[src/rtl/hazard_ctrl_multicycle.sv]
// -----------------------------------------------------------------------------
// hazard_ctrl_multicycle
//
// Pipeline hazard / flow controller for the 5-stage RV32 core. All pipeline
// register enables and flushes, plus the PC write enable and next-PC select,
// come from here.
//
// Handles:
//   - taken branches in EX and jal in ID (redirect + flush)
//   - multi-cycle load-use / jal-use slips (LOAD_LAT bubbles)
//   - whole-pipe freeze while the data memory has not completed an access
//   - saturating perf counters for stall cycles and redirect events
//
// Ports:
//   i_clk, i_rst_n       clock (rising edge), async active-low reset
//   i_ex_branch/equals   branch in EX and its condition
//   i_id_jump            jal in ID
//   i_id_rs1/rs2         ID source indices, i_use_rs1/rs2 qualify them
//   i_ex_mem_r_en        load in EX
//   i_ex_jump            jal in EX (link value produced late)
//   i_ex_reg_dst         EX destination index
//   i_mem_req/ready      data-memory handshake in MEM
//   o_pc_w_en            PC write enable
//   o_addr_sel           next PC: 00 PC+4, 01 branch target, 10 jump target
//   o_w_en_* / o_flush_* pipeline register enables and flushes
//   o_stall_cycles       cycles spent slipping or frozen (saturating)
//   o_flush_events       branch/jump redirects (saturating)
// -----------------------------------------------------------------------------
module hazard_ctrl_multicycle #(
    parameter int REG_ADDR_W = 5,
    parameter int LOAD_LAT   = 1,
    parameter int CNT_W      = 32,
    parameter int X0_NO_HAZ  = 1
) (
    input  logic                  i_clk,
    input  logic                  i_rst_n,
    input  logic                  i_ex_branch,
    input  logic                  i_ex_equals,
    input  logic                  i_id_jump,
    input  logic [REG_ADDR_W-1:0] i_id_rs1,
    input  logic [REG_ADDR_W-1:0] i_id_rs2,
    input  logic                  i_use_rs1,
    input  logic                  i_use_rs2,
    input  logic                  i_ex_mem_r_en,
    input  logic                  i_ex_jump,
    input  logic [REG_ADDR_W-1:0] i_ex_reg_dst,
    input  logic                  i_mem_req,
    input  logic                  i_mem_ready,
    output logic                  o_pc_w_en,
    output logic [1:0]            o_addr_sel,
    output logic                  o_w_en_if_id,
    output logic                  o_flush_if_id,
    output logic                  o_w_en_id_ex,
    output logic                  o_flush_id_ex,
    output logic                  o_w_en_ex_mem,
    output logic                  o_w_en_mem_wb,
    output logic [CNT_W-1:0]      o_stall_cycles,
    output logic [CNT_W-1:0]      o_flush_events
);

    localparam logic [1:0] ST_RUN     = 2'b00;
    localparam logic [1:0] ST_SLIP    = 2'b01;
    localparam logic [1:0] ST_MEMWAIT = 2'b10;

    localparam logic [1:0] SEL_PC4    = 2'b00;
    localparam logic [1:0] SEL_BRANCH = 2'b01;
    localparam logic [1:0] SEL_JUMP   = 2'b10;

    // Bubbles still owed after the first one, which is inserted in RUN.
    localparam logic [2:0] SLIP_LOAD  = 3'(LOAD_LAT - 1);
    localparam logic       MULTI_SLIP = (LOAD_LAT > 1);
    localparam logic       X0_SKIP    = (X0_NO_HAZ != 0);

    logic [1:0]       state_q, state_d;
    logic [2:0]       slip_cnt_q, slip_cnt_d;
    logic [CNT_W-1:0] stall_q, flush_q;
    logic             stall_inc, flush_inc;

    logic taken, haz1, haz2, late, freeze;

    assign taken  = i_ex_branch & i_ex_equals;
    assign haz1   = i_use_rs1 & (i_ex_reg_dst == i_id_rs1) & ~(X0_SKIP & (i_id_rs1 == '0));
    assign haz2   = i_use_rs2 & (i_ex_reg_dst == i_id_rs2) & ~(X0_SKIP & (i_id_rs2 == '0));
    assign late   = (haz1 | haz2) & (i_ex_mem_r_en | i_ex_jump);
    assign freeze = i_mem_req & ~i_mem_ready;

    // JUMP wins over BRANCH here even though a taken branch wins the flush
    // priority; the select is only meaningful when o_pc_w_en is high.
    assign o_addr_sel = i_id_jump ? SEL_JUMP : (taken ? SEL_BRANCH : SEL_PC4);

    always_comb begin
        // NOTE: every signal driven here gets a default first so no path
        // leaves it unassigned; otherwise synthesis infers a latch.
        state_d       = state_q;
        slip_cnt_d    = slip_cnt_q;
        stall_inc     = 1'b0;
        flush_inc     = 1'b0;
        o_pc_w_en     = 1'b1;
        o_w_en_if_id  = 1'b1;
        o_flush_if_id = 1'b0;
        o_w_en_id_ex  = 1'b1;
        o_flush_id_ex = 1'b0;
        o_w_en_ex_mem = 1'b1;
        o_w_en_mem_wb = 1'b1;

        if (freeze) begin
            // Whole pipe holds; the pending slip count is kept for later.
            o_pc_w_en     = 1'b0;
            o_w_en_if_id  = 1'b0;
            o_w_en_id_ex  = 1'b0;
            o_w_en_ex_mem = 1'b0;
            o_w_en_mem_wb = 1'b0;
            state_d       = ST_MEMWAIT;
            stall_inc     = 1'b1;
        end else if (taken) begin
            // Both younger instructions are on the wrong path; any slip
            // they were causing is moot.
            o_flush_if_id = 1'b1;
            o_flush_id_ex = 1'b1;
            slip_cnt_d    = '0;
            state_d       = ST_RUN;
            flush_inc     = 1'b1;
        end else if (i_id_jump) begin
            o_flush_if_id = 1'b1;
            state_d       = (slip_cnt_q != '0) ? ST_SLIP : ST_RUN;
            flush_inc     = 1'b1;
        end else if ((state_q == ST_RUN && late) || state_q == ST_SLIP) begin
            // Hold PC and IF/ID, push a bubble into ID/EX.
            o_pc_w_en     = 1'b0;
            o_w_en_if_id  = 1'b0;
            o_flush_id_ex = 1'b1;
            stall_inc     = 1'b1;
            if (state_q == ST_RUN) begin
                slip_cnt_d = SLIP_LOAD;
                state_d    = MULTI_SLIP ? ST_SLIP : ST_RUN;
            end else begin
                slip_cnt_d = slip_cnt_q - 3'd1;
                if (slip_cnt_q == 3'd1) begin
                    state_d = ST_RUN;
                end
            end
        end else begin
            // Normal flow; also the exit from MEMWAIT, which resumes any
            // slip that the freeze interrupted.
            state_d = (slip_cnt_q != '0) ? ST_SLIP : ST_RUN;
        end
    end

    // NOTE: sequential state uses non-blocking assignments so every register
    // samples the pre-edge values, independent of statement order.
    always_ff @(posedge i_clk or negedge i_rst_n) begin
        if (!i_rst_n) begin
            state_q    <= ST_RUN;
            slip_cnt_q <= '0;
            stall_q    <= '0;
            flush_q    <= '0;
        end else begin
            state_q    <= state_d;
            slip_cnt_q <= slip_cnt_d;
            if (stall_inc && stall_q != '1) begin
                stall_q <= stall_q + CNT_W'(1);
            end
            if (flush_inc && flush_q != '1) begin
                flush_q <= flush_q + CNT_W'(1);
            end
        end
    end

    assign o_stall_cycles = stall_q;
    assign o_flush_events = flush_q;

endmodule

[config.mk]
export PLATFORM = sky130hd
export DESIGN_NAME = hazard_ctrl_multicycle
export DESIGN_NICKNAME = d
export VERILOG_FILES = /design/src/rtl/hazard_ctrl_multicycle.sv
export SDC_FILE = /design/constraint.sdc
export NUM_CORES = 1
export LEC_CHECK = 0
export ABC_AREA = 1
export BUFFER_PORTS_ARGS = -buffer_cell sky130_fd_sc_hd__buf_4
export CAP_MARGIN = 25
export CORE_MARGIN = 2
export CORE_UTILIZATION = 45
export CTS_BUF_LIST = sky130_fd_sc_hd__clkbuf_4 sky130_fd_sc_hd__clkbuf_8 sky130_fd_sc_hd__clkbuf_16
export CTS_CLUSTER_DIAMETER = 40
export DETAILED_ROUTE_END_ITERATION = 6
export PLACE_DENSITY = 0.66
export SKIP_LAST_GASP = 1
export SYNTH_ARGS = -nofsm -noshare
export SYNTH_HDL_FRONTEND = slang
export SYNTH_SLANG_ARGS = --single-unit
[constraint.sdc]
create_clock -name i_clk -period 4.15 [get_ports i_clk]
set_clock_uncertainty 0.1 [all_clocks]
set_input_delay 1.0375 -clock i_clk [delete_from_list [all_inputs] [get_ports i_clk]]
set_output_delay 1.0375 -clock i_clk [all_outputs]
set_load 0.05 [all_outputs]
Word level (Yosys, flattened, before mapping):

Index checks and enable logic that the tools add are counted.

* $add $sub $neg: 3
* multiplexer cells: 27
* eq/ne operators: 8
* bitwise operators: 13
* reductions and logical operators: 10

Operators with widths (number)
* adder 32 x 1 -> 32 bit, second input constant: 2
* inequality test 32 bit, second input constant: 2
* two-way mux 1 bit: 16
* two-way mux 2 bit: 7
* two-way mux 3 bit: 4
* == test 5 bit: 2
* logical NOT 5 bit: 2
* bitwise AND 1 bit: 7
* inequality test 6 x 5 -> 1 bit, second input constant: 1
* NOT 1 bit: 4
* == test 3 x 1 -> 1 bit, second input constant: 1
* logical AND 1 bit: 3
* AND reduction 3 bit: 1
* nonzero test 3 bit: 1
* subtractor 3 x 1 -> 3 bit, second input constant: 1
* == test 2 x 1 -> 1 bit, second input constant: 1
* logical NOT 2 bit: 1
* inequality test 2 x 1 -> 1 bit, second input constant: 1
* bitwise OR 1 bit: 2
* nonzero test 2 bit: 1
* logical OR 1 bit: 1

* output and inout bits: 73
* register bits: 69
* bits of input ports: 26

Longest topological paths before layout:

Gate-level depths: netlist (run 1).

* depth after elaboration: 12
* mapped depth: 12

Worst setup path before layout (run 1):

Ideal clock, no wire load.

* path kind: input to output
* from: input port i_ex_reg_dst[0]
* to: output port o_w_en_if_id
* slack: 402 ps
* stages: 11
* buffers on the path: 2
* arrival: 2610 ps
* required time: 3013 ps
* path through: inv_1 -> nand2_1 -> nand2_1 -> nor2_1 -> nand4_1 -> nand2_1 -> nand3_1 -> nand3_1 -> clkbuf_1 -> nand2_1 -> buf_4

* word-level cells in the longest chain between the ends: 11

Ends and longest elaborated chain
* from (decl): RTL line 46 `input logic [REG_ADDR_W-1:0] i_ex_reg_dst,`
* == test 5 bit (on tied branches): RTL line 82, 83
* bitwise AND 1 bit (on tied branches) (2 in a row): RTL line 82, 83
* bitwise OR 1 bit (*): RTL line 84 `assign late = (haz1 | haz2) & (i_ex_mem_r_en | i_ex_jump);`
* bitwise AND 1 bit (*): RTL line 84
* logical AND 1 bit (*): RTL line 127 `end else if ((state_q == ST_RUN && late) || state_q == ST_SLIP) begin`
* logical OR 1 bit (*): RTL line 127
* two-way mux 1 bit (*) (4 in a row)
* to (decl): RTL line 51 `output logic o_w_en_if_id,`

Every way passes the cells marked *; elsewhere a longest branch is shown, timed or not.

Final worst setup path (run 1):

* from: input port i_ex_reg_dst[1]
* to: output port o_flush_id_ex

* word-level cells in the longest chain between the ends: 11

Ends and longest elaborated chain
* == test 5 bit (on tied branches): RTL line 82, 83
* bitwise AND 1 bit (on tied branches) (2 in a row): RTL line 82, 83
* bitwise OR 1 bit (*): RTL line 84
* bitwise AND 1 bit (*): RTL line 84
* logical AND 1 bit (*): RTL line 127
* logical OR 1 bit (*): RTL line 127
* two-way mux 1 bit (*): RTL line 127
* two-way mux 1 bit (*): RTL line 123 `end else if (i_id_jump) begin`
* two-way mux 1 bit (*): RTL line 115 `end else if (taken) begin`
* two-way mux 1 bit (*): RTL line 106 `if (freeze) begin`
* to (decl): RTL line 54 `output logic o_flush_id_ex,`

Marked as above.

==> impl_summary.log, run 1 <==
INFO  metric grt_util_met1 = 28.8%
INFO  metric endpoint_kind = primary output
INFO  metric critPathMaxFanout = 5
INFO  metric global_route_hottest_layer = met2
INFO  metric grt_use_met2 = 38.2%
INFO  metric finalCoreUtilization = 56.9%
INFO  metric gr-usage-all-layers = 23.2%
INFO  metric timing.hold.worst_path_depth = 2
INFO  metric setup_total_negative_slack = 0 ns
INFO  metric final-max-slew-violation-count = 0
INFO  metric class_of_the_tightest_hold_or_removal_check = reg2reg
INFO  metric clock_tree_from_tritoncts = done
INFO  metric num_vias = 4,518
INFO  metric core_area = 9820 um2
INFO  metric grt_pass1_wl = 20,600 um
INFO  metric synth_cells = 650
INFO  metric yosysUniqueCellTypes = 29
INFO  metric io_pins = 99
INFO  metric dp_slack = 0.769 ns
INFO  metric grt_use_met3 = 4.05%
INFO  metric grt.overflow.total = 0
INFO  metric clk_pin_slew_worst_paths = 0.07 ns
INFO  metric cts_resized = 0
INFO  metric cts_hold_buf = 0
INFO  metric cts-htree-levels = 3
INFO  metric cts_buffers = 9
INFO  metric fmax = 295 MHz
INFO  metric die_x = 105 um
INFO  metric worst_r2r_startpoint = o_stall_cycles[0]
INFO  metric clock_sinks = 69
INFO  metric initial_core_util = 46.5%
INFO  metric final-setup-viol-count = 0
INFO  metric area_occupied_by_multi_input_gates = 2470 um2
INFO  metric timing.critical_path.arrival = 2.26 ns
INFO  metric yosysWarningCount = 0
INFO  metric drt_pass1_iterations = 5
INFO  metric critPathKind = in2out
INFO  metric irDropWorstVdd = 0.000232 V
INFO  metric detail-route-antenna-nets = 0
INFO  metric post_route_cells_drive_above_1_share = 17.8%
INFO  metric antenna_found_initial = 0
INFO  metric post_synth.cell_area_avg = 7.03 um2
INFO  metric worstHoldStart = slip_cnt_q[1]
INFO  metric gp_congestion = 0.869
INFO  metric cts.root.buffer_cell = clkbuf_8
INFO  metric routed_wire_length_per_instance = 14.0 um
INFO  metric timing.rr.end = o_stall_cycles[3]
INFO  metric avgViaCountPerCell = 5.13
INFO  metric drcViolationCount = 0
INFO  metric grt_pass1_vias = 4,352
INFO  metric insertedDiodeCount = 0
INFO  metric area_delta_synth_final = 22.3%
INFO  metric mostFrequentLayoutCells = nand2_1 (227), buf_4 (102), nor2_1 (69), dfrtp_1 (69), inv_1 (61)
INFO  metric yosysSeqAreaShare = 37.8%
INFO  metric wl = 12,300 um
INFO  metric yosys_reg_bits = 69
INFO  metric run_status = completed
INFO  metric power.leakage = 0.00287 uW
INFO  metric hold_path_end = slip_cnt_q[1]
INFO  metric clk-insertion-delay-late = 0.36 ns
INFO  metric cp.required = 3.01 ns
INFO  metric maxCapViolations = 0
INFO  metric final_common_cell = nand2_1
INFO  metric detailedPlacementHpwl = 9180 um
INFO  metric postCtsSetupBuffers = 0
INFO  metric r2r_setup_slack = 1.37 ns
INFO  metric clock_tree_buffer_depth = 2
INFO  metric hold_viol = 0
INFO  metric timing_worst_slew_pin_value = 0.890 ns
INFO  metric mappedNetlistArea = 4570 um2
INFO  metric rsz0062_at_grt = no
INFO  metric dieArea = 11,000 um2
INFO  metric layout.filler_cells = 992
INFO  metric timing.critical_path.from_type = input pin
INFO  metric drt_iter0_markers = 224
INFO  metric final-seq-area = 1730 um2
INFO  metric period_minus_ws_final = 3.39 ns
INFO  metric layout_setup_ws = 0.755 ns
INFO  metric period_share = 81.8%
INFO  metric timing.slew.headroom = 40.7%
INFO  metric mappedNetlistNets = 681
INFO  metric power.density = 393 nW/um2
INFO  metric rows = 36
INFO  metric rr_worst_depth = 12
INFO  metric grt_start_max_net_pins = 70
INFO  metric die_h = 105 um
INFO  metric finish.net_count = 774
INFO  metric numPortBuffers = 98
kinds of logic (layout without fill, tap and decap cells):
family,after synthesis,in the layout,synth area share (%)
and+or+nand+nor,422,422,40.7
AOI/OAI and AO/OA,10,10,1.18
adders and majority gates,5,5,1.37
buffers and inverters,87,185,8.10
DFF,69,69,37.8
xor gates and xnor gates,57,57,10.9
worst max path at each step:
| stage | startpoint | endpoint | slack, ns | cells after the start |
|---|---|---|---|---|
| final | i_ex_reg_dst[1] | o_flush_id_ex | 0.76 | 12 |
| after global routing | i_ex_reg_dst[4] | o_flush_id_ex | 0.59 | 12 |
| after CTS | i_ex_reg_dst[1] | o_flush_id_ex | 0.77 | 12 |
| after detailed placement | i_ex_reg_dst[1] | o_flush_id_ex | 0.77 | 12 |
| after global placement | i_ex_reg_dst[3] | o_flush_id_ex | 0.83 | 12 |
| after floorplan | i_ex_reg_dst[0] | o_w_en_if_id | 0.40 | 11 |
cell usage after synthesis:
library cell,instances,area share [%]
a21oi_2,1,0.19
buf_1,2,0.16
buf_2,5,0.55
buf_4,4,0.66
buf_6,3,0.74
clkbuf_1,6,0.49
clkinv_1,1,0.082
dfrtp_1,69,38
ha_1,5,1.4
inv_1,61,5.0
inv_2,5,0.41
nand2_1,227,19
nand2_2,2,0.27
nand3_1,20,2.2
nand3_2,3,0.66
nand3b_1,3,0.49
nand4_1,53,7.3
nor2_1,69,5.7
nor2_2,1,0.14
nor2_4,1,0.25
nor3_1,35,3.8
nor3_2,1,0.22
nor3b_1,3,0.49
nor4_1,3,0.41
o21ai_0,8,0.88
o21ai_1,1,0.11
or2_2,1,0.14
xnor2_1,15,2.9
xor2_1,42,8.0
power breakdown:
part / switching (uW) / internal, uW
sequential: 110 / 754
clock: 277 / 302
combinational: 530 / 225
registers in the layout, indices dropped and copies added, names as in the netlist:
register and flops:
o_flush_events 32, o_stall_cycles 32, slip_cnt_q 3, state_q 2
metal layers:
layer / wire length (um) / up-vias
met5: 0 / -
met4: 563 / 0
met3: 650 / 39
met2: 5780 / 135
met1: 5330 / 2068
li1: - / 2276
metrics by stage:
step / std cells / hold WS, ns / total power (uW) / area (um2)
final: 881 / 0.379 / 2200 / 5590
after global routing: 881 / 0.441 / 2320 / 5590
after CTS: 881 / 0.383 / 2210 / 5590
after detailed placement: 865 / 0.368 / 1630 / 5380
after global placement: 865 / 0.371 / 1620 / 5380
after floorplan: 650 / 0.342 / 1400 / 4570
area by class of cell:
class	count	area share (%)
inverter	67	4.50
multi-input combinational	494	44.3
clock buffer	11	2.60
tap	133	2.98
clock inverter	5	1.07
sequential	69	30.9
timing repair buffer	102	13.7
critical path, cell delays in order:
cell     delay (ns)
buf_4          0.10
inv_1          0.05
nand2_1        0.05
nand2_1        0.04
nor2_1         0.14
nand4_1        0.11
nand2_1        0.08
nand3_1        0.08
nand3_1        0.15
nand3_1        0.16
inv_1          0.08
buf_4          0.19
No activity file was read; power rests on OpenSTA's default activity.
==> run 2, diff against run 1 <==
--- a/config.mk
+++ b/config.mk
@@ -13,7 +13,7 @@
 export CTS_BUF_LIST = sky130_fd_sc_hd__clkbuf_4 sky130_fd_sc_hd__clkbuf_8 sky130_fd_sc_hd__clkbuf_16
 export CTS_CLUSTER_DIAMETER = 40
 export DETAILED_ROUTE_END_ITERATION = 6
-export PLACE_DENSITY = 0.66
+export PLACE_DENSITY = 0.69
 export SKIP_LAST_GASP = 1
 export SYNTH_ARGS = -nofsm -noshare
 export SYNTH_HDL_FRONTEND = slang
==> constraint.sdc (replaced) <==
create_clock -name i_clk -period 3 [get_ports i_clk]
set_clock_uncertainty 0.1 [all_clocks]
set_input_delay 0.75 -clock i_clk [delete_from_list [all_inputs] [get_ports i_clk]]
set_output_delay 0.75 -clock i_clk [all_outputs]
set_load 0.05 [all_outputs]
==> run 2 against run 1 <==
  * Combinational power up 40%
  * Setup slack lost 0.57 ns
  * Non-clock buffer count is 6 higher
  * Register-to-register slack got worse by 0.69 ns
  * Critical path depth did not move
  * Die area did not move
  * Highest routed layer unchanged
==> impl_summary.log, run 2 (same netlist as run 1, synthesis figures left out) <==
INFO  metric run_status = completed (unchanged)
INFO  metric drcViolationCount = 0 (unchanged)
INFO  metric post_route_cells_drive_above_1_share = 18.6% (was 17.8%)
INFO  metric die_x = 105 um (unchanged)
INFO  metric clk-insertion-delay-late = 0.35 ns (was 0.36 ns)
INFO  metric fmax = 355 MHz
INFO  metric power.density = 523 nW/um2 (was 393 nW/um2)
INFO  metric cts.root.buffer_cell = clkbuf_8 (unchanged)
INFO  metric core_area = 9820 um2 (unchanged)
INFO  metric power.leakage = 0.00288 uW (was 0.00287 uW)
INFO  metric clock_tree_buffer_depth = 2 (unchanged)
INFO  metric avgViaCountPerCell = 5.20 (was 5.13)
INFO  metric numPortBuffers = 98 (unchanged)
INFO  metric maxCapViolations = 0 (unchanged)
INFO  metric timing.slew.headroom = 40.8% (was 40.7%)
INFO  metric endpoint_kind = primary output (unchanged)
INFO  metric clk_pin_slew_worst_paths = 0.07 ns (about the same)
INFO  metric grt_start_max_net_pins = 70 (unchanged)
INFO  metric gr-usage-all-layers = 23.5% (was 23.2%)
INFO  metric detailedPlacementHpwl = 9480 um (was 9180 um)
INFO  metric crit_path_start = i_ex_reg_dst[3] (was i_ex_reg_dst[1])
INFO  metric detail-route-antenna-nets = 0 (unchanged)
INFO  metric cts_resized = 0 (unchanged)
INFO  metric clock_sinks = 69 (unchanged)
INFO  metric mostFrequentLayoutCells = nand2_1 (226), buf_4 (108), nor2_1 (69), dfrtp_1 (69), inv_1 (61) (was nand2_1 (227), buf_4 (102), nor2_1 (69), dfrtp_1 (69), inv_1 (61))
INFO  metric critPathMaxFanout = 5 (unchanged)
INFO  metric insertedDiodeCount = 0 (unchanged)
INFO  metric drt_iter0_markers = 308 (was 224)
INFO  metric period_minus_ws_final = 2.81 ns
INFO  metric setup_total_negative_slack = 0 ns (unchanged)
INFO  metric die_h = 105 um (unchanged)
INFO  metric r2r_setup_slack = 0.68 ns (was 1.37 ns)
INFO  metric cts_buffers = 9 (unchanged)
INFO  metric drt_pass1_iterations = 5 (unchanged)
INFO  metric clock_tree_from_tritoncts = done (unchanged)
INFO  metric timing.critical_path.arrival = 1.96 ns (was 2.26 ns)
INFO  metric worst_r2r_startpoint = o_stall_cycles[0] (unchanged)
INFO  metric antenna_found_initial = 0 (unchanged)
INFO  metric io_pins = 99 (unchanged)
INFO  metric period_share = 93.8%
INFO  metric cp.required = 2.15 ns (was 3.01 ns)
INFO  metric hold_viol = 0 (unchanged)
INFO  metric postCtsSetupBuffers = 0 (unchanged)
INFO  metric grt_pass1_wl = 21,000 um (was 20,600 um)
INFO  metric wl = 12,500 um (was 12,300 um)
INFO  metric cts_hold_buf = 0 (unchanged)
INFO  metric gp_congestion = 0.965 (was 0.869)
INFO  metric rows = 36 (unchanged)
INFO  metric cts-htree-levels = 3 (unchanged)
INFO  metric final-max-slew-violation-count = 0 (unchanged)
INFO  metric grt.overflow.total = 0 (unchanged)
INFO  metric num_vias = 4,608 (was 4,518)
INFO  metric grt_pass1_vias = 4,407 (was 4,352)
INFO  metric final-setup-viol-count = 0 (unchanged)
INFO  metric routed_wire_length_per_instance = 14.1 um (was 14.0 um)
INFO  metric hold_slack = 0.380 ns (was 0.379 ns)
INFO  metric worstHoldStart = slip_cnt_q[1] (unchanged)
INFO  metric critPathKind = in2out (unchanged)
INFO  metric initial_core_util = 46.5% (unchanged)
INFO  metric final_common_cell = nand2_1 (unchanged)
INFO  metric dieArea = 11,000 um2 (unchanged)
INFO  metric class_of_the_tightest_hold_or_removal_check = reg2reg (unchanged)
INFO  metric rsz0062_at_grt = no (unchanged)
INFO  metric timing_worst_slew_pin_value = 0.888 ns (was 0.890 ns)
INFO  metric irDropWorstVdd = 0.000410 V (was 0.000232 V)
INFO  metric timing.critical_path.from_type = input pin (unchanged)
INFO  metric area_delta_synth_final = 22.5% (was 22.3%)
INFO  metric finish.net_count = 780 (was 774)
## run 2: routing by layer
layer | routed length, um | GRT usage (%) | vias to the layer above
met5 | 0 | 0 | -
met4 | 140 | 7.24 | 0
met3 | 708 | 5.05 | 17
met2 | 5910 | 38.5 | 148
met1 | 5740 | 31.2 | 2172
li1 | - | - | 2271
## run 2: cell type report
type                            instances  area [um2]
Fill cell                             972        4220
Multi-Input combinational cell        494        2480
Sequential cell                        69        1730
Timing Repair Buffer                  108         811
Inverter                               67         251
Tap cell                              133         166
Clock buffer                           11         139
Clock inverter                          5        27.5
## run 2: worst paths after layout
check | end | cells after the start
worst max-delay path | o_flush_id_ex | 12
worst min-delay path | slip_cnt_q[1] | 2
worst max register to register | o_stall_cycles[22] | 12
worst min register to register | slip_cnt_q[1] | 2
max in group asynchronous | o_flush_events[19] | 1
min in group asynchronous | slip_cnt_q[2] | 1
## run 2: where the power goes
part,switching [uW],internal (uW),total (uW)
registers,159,1040,1200
clock network,358,313,671
logic,736,320,1060
## run 2: critical path: stages
cell and delay (ns):
buf_4 0.10, inv_1 0.05, nand2_1 0.05, nand2_1 0.05, nor2_1 0.12, nand4_1 0.10, nand2_1 0.06, nand3_1 0.08
nand3_1 0.17, nand3_1 0.16, inv_1 0.09, buf_4 0.19
## run 2: stage by stage
step	area [um2]	total power (uW)	cells	worst slack [ns]	utilization [%]
6_report	5600	2930	887	0.186	57.0
5_1_grt	5600	3110	887	0.0174	57.0
3_5_place_dp	5430	2280	871	0.195	55.3
2_1_floorplan	4570	1940	650	0.0632	-
3_3_place_gp	5430	2250	871	0.245	55.3
4_1_cts	5600	2960	887	0.192	57.0
